[config.mk]
export PLATFORM = sky130hd
export DESIGN_NAME = pc_if
export DESIGN_NICKNAME = d
export VERILOG_FILES = /design/src/rtl/pc_if_pkg.sv /design/src/rtl/pc_if_skid_buf.sv /design/src/rtl/pc_if.sv
export SDC_FILE = /design/constraint.sdc
export NUM_CORES = 1
export LEC_CHECK = 0
export CAP_MARGIN = 20
export CORE_MARGIN = 4
export CORE_UTILIZATION = 40
export DETAILED_ROUTE_END_ITERATION = 8
export GPL_ROUTABILITY_DRIVEN = 0
export GPL_TIMING_DRIVEN = 0
export PLACE_DENSITY = 0.62
export SLEW_MARGIN = 20
export SYNTH_ARGS = -nofsm -noshare
export SYNTH_HDL_FRONTEND = slang
export SYNTH_SLANG_ARGS = --single-unit
[constraint.sdc]
create_clock -name clk -period 4 [get_ports clk]
set_input_delay 0.8 -clock clk [delete_from_list [all_inputs] [get_ports clk]]
set_output_delay 0.8 -clock clk [all_outputs]
set_load 0.02 [all_outputs]
[src/rtl/pc_if_pkg.sv]
// Shared types and constants for the pc_if instruction-fetch stage.
// Build option: PC_IF_ALIGN_CHECK_EN adds fetch-address alignment trapping.
package pc_if_pkg;

  localparam int XLEN = 32;

  localparam logic [XLEN-1:0] PC_IF_RESET_PC = 32'hBFC0_0000;
  localparam logic [XLEN-1:0] PC_IF_NOP      = 32'h0000_0000;

  typedef enum logic [1:0] {
    BOOT  = 2'd0,
    FETCH = 2'd1,
    HOLD  = 2'd2
  } if_state_e;

  // One fetched slot: IF/ID register and skid entry share this layout.
  typedef struct packed {
    logic            vld;
    logic [XLEN-1:0] pc;
    logic [XLEN-1:0] inst;
  } if_entry_t;

endpackage

[src/rtl/pc_if_skid_buf.sv]
// Single-entry pc+inst buffer that catches a word acked while IF/ID is stalled.
// Load has priority over unload; contents are don't-care once vld is low.
module if_skid_buf
  import pc_if_pkg::*;
#(
  parameter logic [XLEN-1:0] NOP_INST = PC_IF_NOP
) (
  input  logic      clk,
  input  logic      rst,
  input  logic      load,
  input  logic      unload,
  input  if_entry_t din,
  output if_entry_t dout
);

  if_entry_t q;

  always_ff @(posedge clk or negedge rst) begin
    if (!rst) begin
      q <= '{vld: 1'b0, pc: '0, inst: NOP_INST};
    end else if (load) begin
      q <= din;
    end else if (unload) begin
      q.vld <= 1'b0;
    end
  end

  assign dout = q;

endmodule

[src/rtl/pc_if.sv]
// Instruction-fetch stage: PC register, single-outstanding fetch FSM, IF/ID register.
// Build option: PC_IF_ALIGN_CHECK_EN (misaligned fetch -> inst_adel_o entry, fetch halts).
module pc_if
  import pc_if_pkg::*;
#(
  parameter logic [XLEN-1:0] RESET_PC = PC_IF_RESET_PC,
  parameter logic [XLEN-1:0] NOP_INST = PC_IF_NOP
) (
  input  logic            clk,
  input  logic            rst,
  input  logic            stall_i,
  input  logic            branch_flag_i,
  input  logic [XLEN-1:0] branch_target_address_i,
  output logic            inst_req_o,
  output logic [XLEN-1:0] inst_addr_o,
  input  logic            inst_ack_i,
  input  logic [XLEN-1:0] inst_rdata_i,
  output logic [XLEN-1:0] pc_id,
  output logic [XLEN-1:0] inst_id,
  output logic            inst_valid_o
`ifdef PC_IF_ALIGN_CHECK_EN
  ,
  output logic            inst_adel_o
`endif
);

  if_state_e       state, state_n;
  logic            rst_done;
  logic [XLEN-1:0] fetch_pc, fetch_pc_n;
  logic            br_pend, br_pend_n;
  logic [XLEN-1:0] br_target, br_target_n;
  if_entry_t       id_q, id_n;
  if_entry_t       skid_q, ack_entry;
  logic            skid_load, skid_unload;
  logic            req;
  logic            can_acc, br_take, ds_hit, acked, halted;
  logic [XLEN-1:0] ds_pc, pc_after_ack;

`ifdef PC_IF_ALIGN_CHECK_EN
  logic adel_q, adel_n, halt_q, halt_n, misalign;
  assign misalign = (fetch_pc[1:0] != 2'b00);
  assign halted   = halt_q;
`else
  assign halted   = 1'b0;
`endif

  assign can_acc   = !id_q.vld || !stall_i;
  assign br_take   = branch_flag_i && id_q.vld && !stall_i;
  assign ds_pc     = id_q.pc + 32'd4;
  assign ds_hit    = (fetch_pc == ds_pc);
  assign acked     = req && inst_ack_i;
  assign ack_entry = '{vld: 1'b1, pc: fetch_pc, inst: inst_rdata_i};

  // A branch leaving decode while its delay slot is being acked jumps straight to the target.
  assign pc_after_ack = br_pend             ? br_target :
                        (br_take && ds_hit) ? branch_target_address_i :
                                              fetch_pc + 32'd4;

  always_comb begin
    state_n     = state;
    fetch_pc_n  = fetch_pc;
    br_pend_n   = br_pend;
    br_target_n = br_target;
    id_n        = id_q;
    skid_load   = 1'b0;
    skid_unload = 1'b0;
    req         = 1'b0;
`ifdef PC_IF_ALIGN_CHECK_EN
    adel_n      = can_acc ? 1'b0 : adel_q;
    halt_n      = halt_q;
`endif
    // IF/ID advancing with nothing new becomes a bubble.
    if (can_acc) id_n = '{vld: 1'b0, pc: id_q.pc, inst: NOP_INST};

    case (state)
      BOOT: if (rst_done) state_n = FETCH;
      FETCH: begin
        req = 1'b1;
`ifdef PC_IF_ALIGN_CHECK_EN
        if (misalign) begin
          req = 1'b0;
          if (can_acc) begin
            id_n    = '{vld: 1'b1, pc: fetch_pc, inst: NOP_INST};
            adel_n  = 1'b1;
            halt_n  = 1'b1;
            state_n = HOLD;
          end
        end else
`endif
        if (inst_ack_i) begin
          fetch_pc_n = pc_after_ack;
          if (can_acc) begin
            id_n = ack_entry;
          end else begin
            skid_load = 1'b1;
            state_n   = HOLD;
          end
        end
      end
      HOLD: begin
        if (!halted && !stall_i) begin
          id_n        = skid_q;
          skid_unload = 1'b1;
          state_n     = FETCH;
        end
      end
      default: state_n = BOOT;
    endcase

    if (acked && br_pend) br_pend_n = 1'b0;
    if (br_take && !(acked && ds_hit)) begin
      // In HOLD the delay slot already sits in the skid and nothing is in flight,
      // so the stale sequential address is replaced before fetch resumes.
      if (state == HOLD && !ds_hit) begin
        fetch_pc_n = branch_target_address_i;
      end else begin
        br_pend_n   = 1'b1;
        br_target_n = branch_target_address_i;
      end
    end
  end

  always_ff @(posedge clk or negedge rst) begin
    if (!rst) begin
      state     <= BOOT;
      rst_done  <= 1'b0;
      fetch_pc  <= RESET_PC;
      br_pend   <= 1'b0;
      br_target <= '0;
      id_q      <= '{vld: 1'b0, pc: '0, inst: NOP_INST};
    end else begin
      state     <= state_n;
      rst_done  <= 1'b1;
      fetch_pc  <= fetch_pc_n;
      br_pend   <= br_pend_n;
      br_target <= br_target_n;
      id_q      <= id_n;
    end
  end

`ifdef PC_IF_ALIGN_CHECK_EN
  always_ff @(posedge clk or negedge rst) begin
    if (!rst) begin
      adel_q <= 1'b0;
      halt_q <= 1'b0;
    end else begin
      adel_q <= adel_n;
      halt_q <= halt_n;
    end
  end

  assign inst_adel_o = adel_q;
`endif

  if_skid_buf #(.NOP_INST(NOP_INST)) u_skid (
    .clk    (clk),
    .rst    (rst),
    .load   (skid_load),
    .unload (skid_unload),
    .din    (ack_entry),
    .dout   (skid_q)
  );

  assign inst_req_o   = req;
  assign inst_addr_o  = fetch_pc;
  assign pc_id        = id_q.pc;
  assign inst_id      = id_q.inst;
  assign inst_valid_o = id_q.vld;

endmodule
# Word level (Yosys, flattened, before mapping)
# Cells that the tools add are included.
totals:
  ff_bits: 198
  in_bits: 69
  output_inout_bits: 98
classes:
  add_sub_neg: 2
  eq_ne: 7
  muxes: 27
  bitwise: 1
  reduce_logical: 17
op_table:
  columns: ["op", "n"]
  rows:
  - ["$mux W65", 4]
  - ["$mux W32", 6]
  - ["$pmux W65 S2", 1]
  - ["$add A32 B3 Y32 const B", 2]
  - ["$eq A32 B32 Y1", 1]
  - ["$mux W1", 11]
  - ["$logic_and A1 B1 Y1", 8]
  - ["$mux W2", 4]
  - ["$ne A2 B2 Y1 const B", 4]
  - ["$pmux W2 S3", 1]
  - ["$logic_not A1 Y1", 4]
  - ["$reduce_and A4 Y1", 1]
  - ["$eq A2 B1 Y1 const B", 1]
  - ["$eq A2 B2 Y1 const B", 1]
  - ["$logic_not A2 Y1", 1]
  - ["$reduce_and A2 Y1", 1]
  - ["$reduce_bool A2 Y1", 1]
  - ["$logic_or A1 B1 Y1", 1]
  - ["$not A1 Y1", 1]

# Longest topological paths before layout
# Gate-level depths: netlist (run 1).
depth:
  depth_word: 9
  mapped_depth: 13

# Modules after synthesis
# A second synthesis (run 1) with hierarchy kept.
hier_totals:
  hier_cells: 1078
  area_unflattened_um2: 10934.2
modules_own_cells:
  columns: ["module", "n_inst", "cells_each", "area_per_inst_um2", "seq_area_each_um2"]
  rows:
  - ["pc_if", 1, 940, 8365.5, 3339.5]
  - ["if_skid_buf", 1, 138, 2568.7, 1626.6]

# Least setup slack after synthesis (run 1)
# No wires, ideal clock.
synth_timing:
  path_type: "register to register"
  start: "register id_q, in the netlist pc_id[6]"
  end: "register br_target[10]"
  setup_ns: 0.127
  arrival_time_ns: 3.425
  t_required_ns: 3.873
  slack_ns: 0.447
  stages_incl_launch_ff: 12
  path_buffers: 2
  synth_period_minus_slack_ns: 3.553
  cell_sequence: "dfrtp_1 buf_2 nand4_1 or4_4 or4_1 o2111ai_1 o211ai_1 a2111oi_4 mux2i_1 nand2_4 buf_6 mux2_1"
synth_between:
  elab_chain_len: 6
  word_cells_on_any_way: 9
synth_rtl:
  columns: ["item", "line_no", "rtl"]
  rows:
  - ["from (decl)", "pc_if.sv:32", "if_entry_t id_q, id_n;"]
  - ["from (signal assigned)", "pc_if.sv:130", "id_q <= '{vld: 1'b0, pc: '0, inst: NOP_INST};"]
  - ["from (signal assigned)", "pc_if.sv:137", "id_q <= id_n;"]
  - ["$add A32 B3 Y32 *", "pc_if.sv:49", "assign ds_pc = id_q.pc + 32'd4;"]
  - ["$eq A32 B32 Y1 *", "pc_if.sv:50", "assign ds_hit = (fetch_pc == ds_pc);"]
  - ["$logic_and A1 B1 Y1 / $logic_not A1 Y1 (equally long branches)", "pc_if.sv:111, pc_if.sv:114", null]
  - ["$logic_not A1 Y1 / $logic_and A1 B1 Y1 (equally long branches)", "pc_if.sv:111, pc_if.sv:114", null]
  - ["$logic_and A1 B1 Y1 / $not A1 Y1 (equally long branches)", null, null]
  - ["$reduce_and A2 Y1 (no line) *", null, null]
  - ["to (signal assigned)", "pc_if.sv:136", "br_target <= br_target_n;"]
  - ["to (decl)", "pc_if.sv:31", "logic [XLEN-1:0] br_target, br_target_n;"]
# Every way passes the cells marked *; elsewhere a longest branch is shown, timed or not.
# A chain may end at the register's enable or synchronous reset.

# Worst setup path after layout (run 1)
layout_timing:
  start: "register id_q, in the netlist pc_id[6]"
  end: "register br_target[29]"
# The elaborated chain is that of the path after synthesis.

==> results.json, run 1 <==
{
  "ys_warn_count": 0,
  "syn_avg_cell_area_um2": 10.18,
  "synthCells": 1069,
  "diodes": 0,
  "dieArea_um2": 29920,
  "synth_cell_type_count": 71,
  "syn_nets": 1144,
  "syn_area_um2": 10890,
  "grt_max_degree": 81,
  "cts-buffers-inserted": 17,
  "drv_slew": 0,
  "worstPathArrival_ns": 4.20,
  "vias": 9502,
  "die_h_um": 173.0,
  "path_clk_slew_ns": 0.09,
  "first_pass_iters": 8,
  "p_leak_nw": 5.640,
  "async_reset_ff_share_pct": 100.0,
  "cts_tree": "yes",
  "finalHoldViolCount": 0,
  "routedWlPerCell_um": 21.41,
  "setup_violations": 0,
  "initial_utilization_pct": 40.50,
  "status": "finished clean",
  "vdd_drop_max_uv": 303.9,
  "worstSetupEndpointType": "flop",
  "worst_pin_slew_ns": 0.9798,
  "fin_util_pct": 51.31,
  "post-route-min-period_ns": 3.867,
  "ios": 167,
  "p_switching_mw": 4.577,
  "fmax_mhz": 258.6,
  "combPwrFrac_pct": 46.3,
  "nNetsFinal": 1333,
  "design.core.area_um2": 26880,
  "htree_levels": 4,
  "drv_cap": 0,
  "critPathSlowestCell": "or4_1",
  "route.detailed.drc": 0,
  "crit_chain": "clkbuf_4 > nand4_1 > buf_4 > or4_1 > a311oi_2 > o2111ai_1 > a211o_1 > a2111oi_4 > buf_4 > mux2i_2 > nand2_4 > buf_6 > mux2_1",
  "drive_gt1_share_pct": 12.67,
  "dp_cells": 1577,
  "seq_area_frac_synth_pct": 45.62,
  "synth-edff-count": 0,
  "grt_pass1_wl_um": 53960,
  "power_density_nw_per_um2": 752.2,
  "clkPwrFrac_pct": 17.8,
  "slew_headroom_pct": 34.68,
  "port-buffer-count": 165,
  "synth_ff_type": "dfrtp_1",
  "grt_pass1_vias": 9471,
  "start_kind": "flop",
  "period_share_pct": 96.67,
  "finClkSkew_ns": 0.01481,
  "avgViaCountPerCell": 5.895,
  "fp.dieW_um": 173.0,
  "num_rows": 60,
  "final_cells": 1612,
  "synth_seq_cells": 198,
  "hpwl_um": 25120,
  "overflow": 0,
  "sw_frac_of_total_pct": 44.12,
  "clock-root-buffer": "clkbuf_16",
  "syn2layout_area_growth_pct": 26.68,
  "critPathBufInv": 4,
  "cts_max_path_buffers": 2,
  "crit_type": "flop to flop",
  "worst_ep_required_time_ns": 4.33,
  "insertion_delay_ns": 0.46,
  "crit_top_cell": "buf_4",
  "wl_um": 34510,
  "max_stage_delay_ns": 0.49,
  "crit_fanout": 10,
  "ant_nets": 0,
  "hold_path_class": "input port to async pin",
  "critPathTopFamily": "compound AO/OA/AOI/OAI gates",
  "dr.first_iter.drc_count": 624,
  "grt_antenna_before_repair": 0,
  "p_int_mw": 5.795,
  "grt_use_total_pct": 22.62,
  "pwr-share-seq_pct": 35.9,
  "clock-sinks": 198
}
-- power groups by stage --
stage,clock network (mW),registers [mW],logic [mW]
global route,1.95,3.84,5.21
detailed placement,0,3.70,4.81
CTS,1.87,3.68,4.82
finish,1.85,3.72,4.80
floorplan,0,3.87,2.63
global placement,0,3.68,4.73
-- state kept, by name, indices dropped and copies added, names as in the netlist --
| signal | cells |
|---|---|
| u_skid.dout | 65 |
| inst_addr_o | 32 |
| pc_id | 32 |
| inst_valid_o | 1 |
| inst_id | 32 |
| rst_done | 1 |
| br_target | 32 |
| state | 2 |
| br_pend | 1 |
-- per-layer routing --
layer / GRT usage [%] / vias to the layer above / routed length [µm]
met4: 6.053 / 0 / 638
li1: - / 4350 / -
met2: 38.67 / 302 / 16940
met3: 3.542 / 52 / 1714
met5: 0 / - / 0
met1: 30.07 / 4798 / 15220
-- through the flow --
stage	setup TNS, ns	power, mW	setup WS [ns]	hold WS (ns)	area, µm²
after floorplan	0	6.498	0.4474	0.4502	10890
after global placement	-1265.16	8.411	-6.497	0.4644	12960
after detailed placement	-10.04	8.510	-0.2600	0.4816	13020
after CTS	0	10.37	0.008764	0.2905	13700
after global routing	-0.04296	11.00	-0.01313	0.3079	13790
final	0	10.37	0.1330	0.2790	13790
-- synth_stat cells, types with 5 or more instances --
master,n,area (µm²)
nor4b_1,5,43.79
dfrtp_1,189,4730
mux2_1,29,326.6
a22o_1,67,586.8
or4_1,5,37.54
and2_1,7,43.79
xor2_1,22,192.7
and4_1,6,52.55
or3_1,9,56.30
o31ai_1,11,82.58
nor4_1,7,43.79
nand2b_1,24,150.1
o21ai_0,55,275.3
a21oi_1,36,180.2
dfstp_2,9,236.5
clkbuf_1,79,296.5
xnor2_1,31,271.5
o211ai_1,5,37.54
mux2_2,66,743.2
mux2i_1,10,100.1
and3_1,21,131.4
a211oi_1,12,90.09
nor3_1,19,95.09
inv_1,26,97.59
nand4_1,11,68.82
o2bb2ai_1,10,87.58
nor2_1,34,127.6
o41ai_1,7,61.31
nand2_1,79,296.5
a22oi_1,35,262.8
a21o_1,6,45.04
a221oi_1,7,61.31
o22ai_1,12,75.07
nand3_1,36,180.2
ha_1,6,75.07
buf_2,10,50.05
-- worst paths after layout --
check / startpoint / to / slack, ns / cells after the start
setup / recovery: pc_id[6]$_DFFE_PN0P_ / br_target[29]$_DFFE_PN0P_ / 0.13 / 13
hold / removal: rst / br_target[18]$_DFFE_PN0P_ / 0.28 / 1
setup reg to reg: pc_id[6]$_DFFE_PN0P_ / br_target[29]$_DFFE_PN0P_ / 0.13 / 13
hold reg to reg: u_skid.dout[34]$_DFFE_PN0P_ / u_skid.dout[34]$_DFFE_PN0P_ / 0.50 / 2
max in group asynchronous: rst / inst_addr_o[29]$_DFF_PN1_ / 2.91 / 2
min in group clk: u_skid.dout[34]$_DFFE_PN0P_ / u_skid.dout[34]$_DFFE_PN0P_ / 0.50 / 2
-- cell families after synthesis --
| group | count (synthesis) | synth area share, % |
|---|---|---|
| XOR/XNOR | 53 | 4.264 |
| AO/OA/AOI/OAI | 299 | 20.08 |
| other | 1 | 0.03445 |
| buffers and inverters | 120 | 4.494 |
| AND/OR/NAND/NOR | 287 | 14.07 |
| flip-flops | 198 | 45.62 |
| multiplexers | 105 | 10.75 |
| adder cells (fa/ha/maj) | 6 | 0.6896 |
-- area by class of cell --
class,instances,area [µm²]
Clock inverter,15,207.7
Buffer,90,396.6
Sequential cell,198,4969
Multi-Input combinational cell,751,5503
Timing Repair Buffer,174,1764
Fill cell,2490,13090
Clock buffer,17,425.4
Inverter,26,97.59
Tap cell,341,426.7
-- timing repair --
item / in CTS / in global routing
setup buffers: 3 / 4
gates resized for setup: 6 / 22
setup endpoints to repair: 64 / 56
hold buffers: 0 / 0
pin swaps: 1 / 5
-- layout by cell type (no fill, tap or decap), types with 31 or more instances in the layout --
master           synthesis  routed
dfrtp_1                189     187
clkdlybuf4s50_1          0     164
nand2_1                 79      79
clkbuf_1                79      72
a22o_1                  67      67
mux2_2                  66      66
o21ai_0                 55      55
a21oi_1                 36      36
nand3_1                 36      35
a22oi_1                 35      35
nor2_1                  34      34
xnor2_1                 31      31
Power figures use the tool's default switching activity.
==> run 2, diff against run 1 <==
Settings changed: CORE_UTILIZATION 40 to 55, PLACE_DENSITY 0.62 to 0.81.
==> results.json, run 2 (synthesized netlist as in run 1, its figures left out) <==
{
  "status": "finished clean",
  "ctsHoldBuffers": 0,
  "post-route-min-period_ns": 3.901,
  "avgViaCountPerCell": 6.349,
  "nNetsFinal": 1331,
  "worst_pin_slew_ns": 0.9973,
  "final_common_cell": "dfrtp_1",
  "vdd_drop_max_uv": 370.8,
  "num_rows": 51,
  "setup_violations": 0,
  "drv_slew": 0,
  "dieArea_um2": 22110,
  "wl_um": 32320,
  "layout_common_cells": "dfrtp_1 (187), clkdlybuf4s50_1 (164), nand2_1 (79)",
  "die_h_um": 148.7,
  "worst_ep_required_time_ns": 4.29,
  "crit_fanout": 10,
  "fin_util_pct": 70.11,
  "fillers": 1436,
  "worstSetupEndpointType": "flop",
  "drive_gt1_share_pct": 12.14,
  "multi_input_area_um2": 5482,
  "dp_cells": 1501,
  "fp.dieW_um": 148.7,
  "grt_max_degree": 82,
  "p_leak_nw": 5.605,
  "cts_max_path_buffers": 2,
  "vias": 9739,
  "overflow": 0,
  "seqCellArea_um2": 4969,
  "htree_levels": 4,
  "first_pass_iters": 7,
  "largest_reg_flops": 65,
  "ios": 167,
  "finalHoldViolCount": 0,
  "final_cells": 1534,
  "dr.first_iter.drc_count": 996,
  "crit_type": "flop to flop",
  "grt_pass1_wl_um": 51580,
  "power_mw": 10.32,
  "r2r_slack_ns": 0.1,
  "route.detailed.drc": 0,
  "power_density_nw_per_um2": 756.1,
  "clock-sinks": 198,
  "period_share_pct": 97.53,
  "drv_cap": 0,
  "insertion_delay_ns": 0.45,
  "port-buffer-count": 165,
  "hold_path_class": "input port to async pin",
  "rsz0062_at_grt": "no",
  "design.core.area_um2": 19460,
  "grt_pass1_vias": 9705,
  "routedWlPerCell_um": 21.07,
  "cts-buffers-inserted": 17,
  "diodes": 0,
  "fmax_mhz": 256.3,
  "slew_headroom_pct": 33.51,
  "start_kind": "flop",
  "worstPathArrival_ns": 4.19,
  "grt_use_total_pct": 29.32,
  "grt_antenna_before_repair": 0,
  "ant_nets": 0,
  "finalWorstSetupSlack_ns": 0.09885,
  "clock-root-buffer": "clkbuf_16",
  "initial_utilization_pct": 55.93,
  "pre_cts_slack_ns": -0.2257,
  "finClkSkew_ns": 0.01042,
  "path_clk_slew_ns": 0.08,
  "syn2layout_area_growth_pct": 25.34,
  "hpwl_um": 23360,
  "cts_tree": "yes"
}
## run 2: cell count changes in the layout (fill, tap and decap cells not counted), moves of 2 or more
cell	previous run	this run
buf_2	7	9
buf_4	7	3
clkbuf_1	72	74
clkbuf_4	5	3
## run 2: stage by stage
| step | instance area, µm² | hold slack, ns | setup TNS (ns) |
|---|---|---|---|
| CTS | 13590 | 0.2855 | 0 |
| finish | 13640 | 0.2727 | 0 |
| global placement | 12870 | 0.4624 | -1170.95 |
| detailed placement | 12930 | 0.4800 | -7.272 |
| floorplan | 10890 | 0.4502 | 0 |
| global route | 13640 | 0.3040 | 0 |
## run 2: power by group
part / switching, mW / total [mW] / internal [mW]
sequential: 0.829 / 3.70 / 2.87
combinational: 2.77 / 4.82 / 2.05
clock: 0.925 / 1.80 / 0.873
## run 2: routing by layer
metal	GRT usage [%]	routed length (µm)	vias up
met5	0	0	-
met4	12.79	1223	0
met3	5.576	2667	108
met2	47.15	15310	503
met1	39.00	13120	4785
li1	-	-	4343
## run 2: layout make-up
class                   instances  share of cell area (%)
plain buffers                  92                   2.925
clock buffers                  17                   3.118
clock inverters                15                   1.513
inverters                      26                  0.7153
multi-input cells             751                   40.17
flip-flops and latches        198                   36.41
well taps                     265                   2.430
repair buffers                170                   12.71
## run 2: worst paths after layout
check                                startpoint                     endpoint  cells after the start
min                                         rst  u_skid.dout[18]$_DFFE_PN0P_                      1
max                        pc_id[2]$_DFFE_PN0P_     inst_addr_o[7]$_DFF_PN0_                     12
max in group asynchronous                   rst    inst_addr_o[24]$_DFF_PN1_                      2
max reg2reg                pc_id[2]$_DFFE_PN0P_     inst_addr_o[7]$_DFF_PN0_                     12
min reg2reg                inst_id[1]$_DFF_PN0_         inst_id[1]$_DFF_PN0_                      2
min in group clk           inst_id[1]$_DFF_PN0_         inst_id[1]$_DFF_PN0_                      2
## run 2: repair_timing
| action | in CTS | in global routing |
|---|---|---|
| endpoints found under the setup margin | 54 | 60 |
| setup buffers | 2 | 1 |
| gates resized for setup | 3 | 19 |
| pin swaps | 1 | 1 |
## run 2: worst max-delay path, cell delays in order, from the launching register on
cell and delay [ns]:
dfrtp_2 0.44, ha_1 0.23, nand3_1 0.19, or4_1 0.60
a311oi_2 0.33, o2111ai_1 0.16, a211o_1 0.37, a2111oi_4 0.48
buf_6 0.22, clkbuf_4 0.25, a211oi_1 0.07, a211oi_1 0.25
o22ai_1 0.15
==> run 3, diff against run 2 <==
Settings changed: CORE_UTILIZATION 55 to 56, CTS_BUF_LIST from default to sky130_fd_sc_hd__clkbuf_2, HOLD_SLACK_MARGIN from default to 0.08, PLACE_DENSITY 0.81 to 0.91.
==> results.json, run 3 (synthesized netlist as in run 1, its figures left out) <==
{
  "clock-sinks": 198,
  "clock-root-buffer": "clkbuf_2",
  "insertion_delay_ns": 0.85,
  "grt_max_degree": 86,
  "vdd_drop_max_uv": 377.9,
  "fp.dieW_um": 147.4,
  "wl_um": 32600,
  "cts_max_path_buffers": 2,
  "finalHoldViolCount": 0,
  "route.detailed.drc": 0,
  "worst_r2r_path_depth": 13,
  "avgViaCountPerCell": 6.445,
  "grt_use_total_pct": 29.09,
  "ios": 167,
  "p_leak_nw": 5.520,
  "worstSetupEndpointType": "flop",
  "fin_util_pct": 70.79,
  "p_switching_mw": 4.453,
  "cts-buffers-inserted": 17,
  "num_rows": 50,
  "status": "finished clean",
  "finClkSkew_ns": 0.04523,
  "startpoint": "pc_id[3]$_DFFE_PN0P_",
  "hpwl_um": 23430,
  "crit_type": "flop to flop",
  "period_share_pct": 96.63,
  "die_h_um": 147.4,
  "fmax_mhz": 258.7,
  "combPwrFrac_pct": 49.9,
  "grt_pass1_wl_um": 50470,
  "power_mw": 9.678,
  "layout_common_cells": "dfrtp_1 (187), clkdlybuf4s50_1 (164), nand2_1 (79)",
  "cts_tree": "yes",
  "largest_reg_flops": 65,
  "crit_fanout": 10,
  "setup_violations": 0,
  "tns_ns": 0,
  "dieArea_um2": 21730,
  "sw_frac_of_total_pct": 46.01,
  "pwr-share-seq_pct": 38.4,
  "design.core.area_um2": 18890,
  "drv_slew": 0,
  "grt_antenna_before_repair": 1,
  "routedWlPerCell_um": 21.25,
  "hold_path_class": "input port to flop",
  "dr.first_iter.drc_count": 1167,
  "ant_nets": 0,
  "worst_ep_required_time_ns": 4.75,
  "p_int_mw": 5.225,
  "overflow": 0,
  "vias": 9886,
  "drive_gt1_share_pct": 12.96,
  "drv_cap": 0,
  "grt_pass1_vias": 9608,
  "r2r-start": "pc_id[3]$_DFFE_PN0P_",
  "initial_utilization_pct": 57.62,
  "path_clk_slew_ns": 0.34,
  "dp_cells": 1496,
  "hold_start": "stall_i",
  "clkPwrFrac_pct": 11.7,
  "worst_pin_slew_ns": 0.8812,
  "slew_headroom_pct": 41.25,
  "htree_levels": 4,
  "post-route-min-period_ns": 3.865,
  "worstPathArrival_ns": 4.61,
  "nNetsFinal": 1335,
  "hold_path_depth": 3,
  "final_cells": 1534,
  "port-buffer-count": 165,
  "power_density_nw_per_um2": 723.6,
  "fillers": 1360,
  "syn2layout_area_growth_pct": 22.87,
  "start_kind": "flop",
  "final_common_cell": "dfrtp_1",
  "first_pass_iters": 6
}
run 3: cell types whose count changed in the layout (fill, tap and decap cells not counted), moves of 3 or more:
cell,before,now
clkbuf_16,17,0
clkbuf_2,1,18
buf_4,3,9
clkbuf_1,74,71
inv_12,4,1
run 3: through the flow:
step / setup slack (ns) / hold slack [ns] / cell area [µm²]
after floorplan: 0.4474 / 0.4502 / 10890
after global placement: -5.907 / 0.4624 / 12860
after detailed placement: -0.2666 / 0.4812 / 12920
after CTS: 0.01500 / 0.3024 / 13260
after global routing: -0.09292 / 0.3301 / 13380
final: 0.1350 / 0.3450 / 13380
run 3: path summary, 6_finish.rpt:
check | to | slack (ns)
worst max register to register | inst_addr_o[17]$_DFF_PN0_ | 0.13
max in group asynchronous | inst_id[3]$_DFF_PN0_ | 2.91
worst min-delay path | inst_valid_o$_DFF_PN0_ | 0.34
worst max-delay path | inst_addr_o[17]$_DFF_PN0_ | 0.13
min in group asynchronous | br_target[4]$_DFFE_PN0P_ | 0.35
worst min register to register | inst_id[1]$_DFF_PN0_ | 0.52
run 3: layer usage:
metal / routed length [µm] / GRT usage (%)
met1: 12210 / 37.36
met2: 15680 / 48.92
met3: 3460 / 6.254
met4: 1246 / 10.67
met5: 0 / 0
run 3: cell type report:
class / instances / area, µm² / area share [%]
plain buffers: 90 / 392.9 / 2.937
inverters: 26 / 97.59 / 0.7297
clock buffers: 17 / 85.08 / 0.6361
well taps: 260 / 325.3 / 2.432
repair buffers: 176 / 1782 / 13.32
clock inverters: 15 / 215.2 / 1.609
diodes: 1 / 2.502 / 0.01871
multi-input cells: 751 / 5507 / 41.17
flip-flops and latches: 198 / 4969 / 37.15
run 3: power groups by stage:
stage	combinational (mW)	clock (mW)	sequential (mW)
2_1_floorplan	2.63	0	3.87
3_3_place_gp	4.58	0	3.63
3_5_place_dp	4.74	0	3.68
4_1_cts	4.75	1.13	3.64
5_1_grt	5.19	1.21	3.80
6_report	4.83	1.13	3.71
run 3: repair_timing:
item,4_1_cts,5_1_grt
buffers inserted,2,6
endpoints found under the setup margin,59,60
gates cloned,0,0
hold endpoints to repair,34,0
gates resized for setup,4,28
hold buffers,1,0
pin swaps,1,5
run 3: critical path: stages (launching register included):
cell	delay (ns)
dfrtp_2	0.47
ha_1	0.21
nand3_1	0.19
buf_2	0.24
or3_1	0.43
nor4b_2	0.33
o22ai_1	0.12
a211o_1	0.35
a2111oi_4	0.45
buf_6	0.21
clkbuf_4	0.23
o31ai_1	0.11
a22oi_1	0.27
o22ai_1	0.14
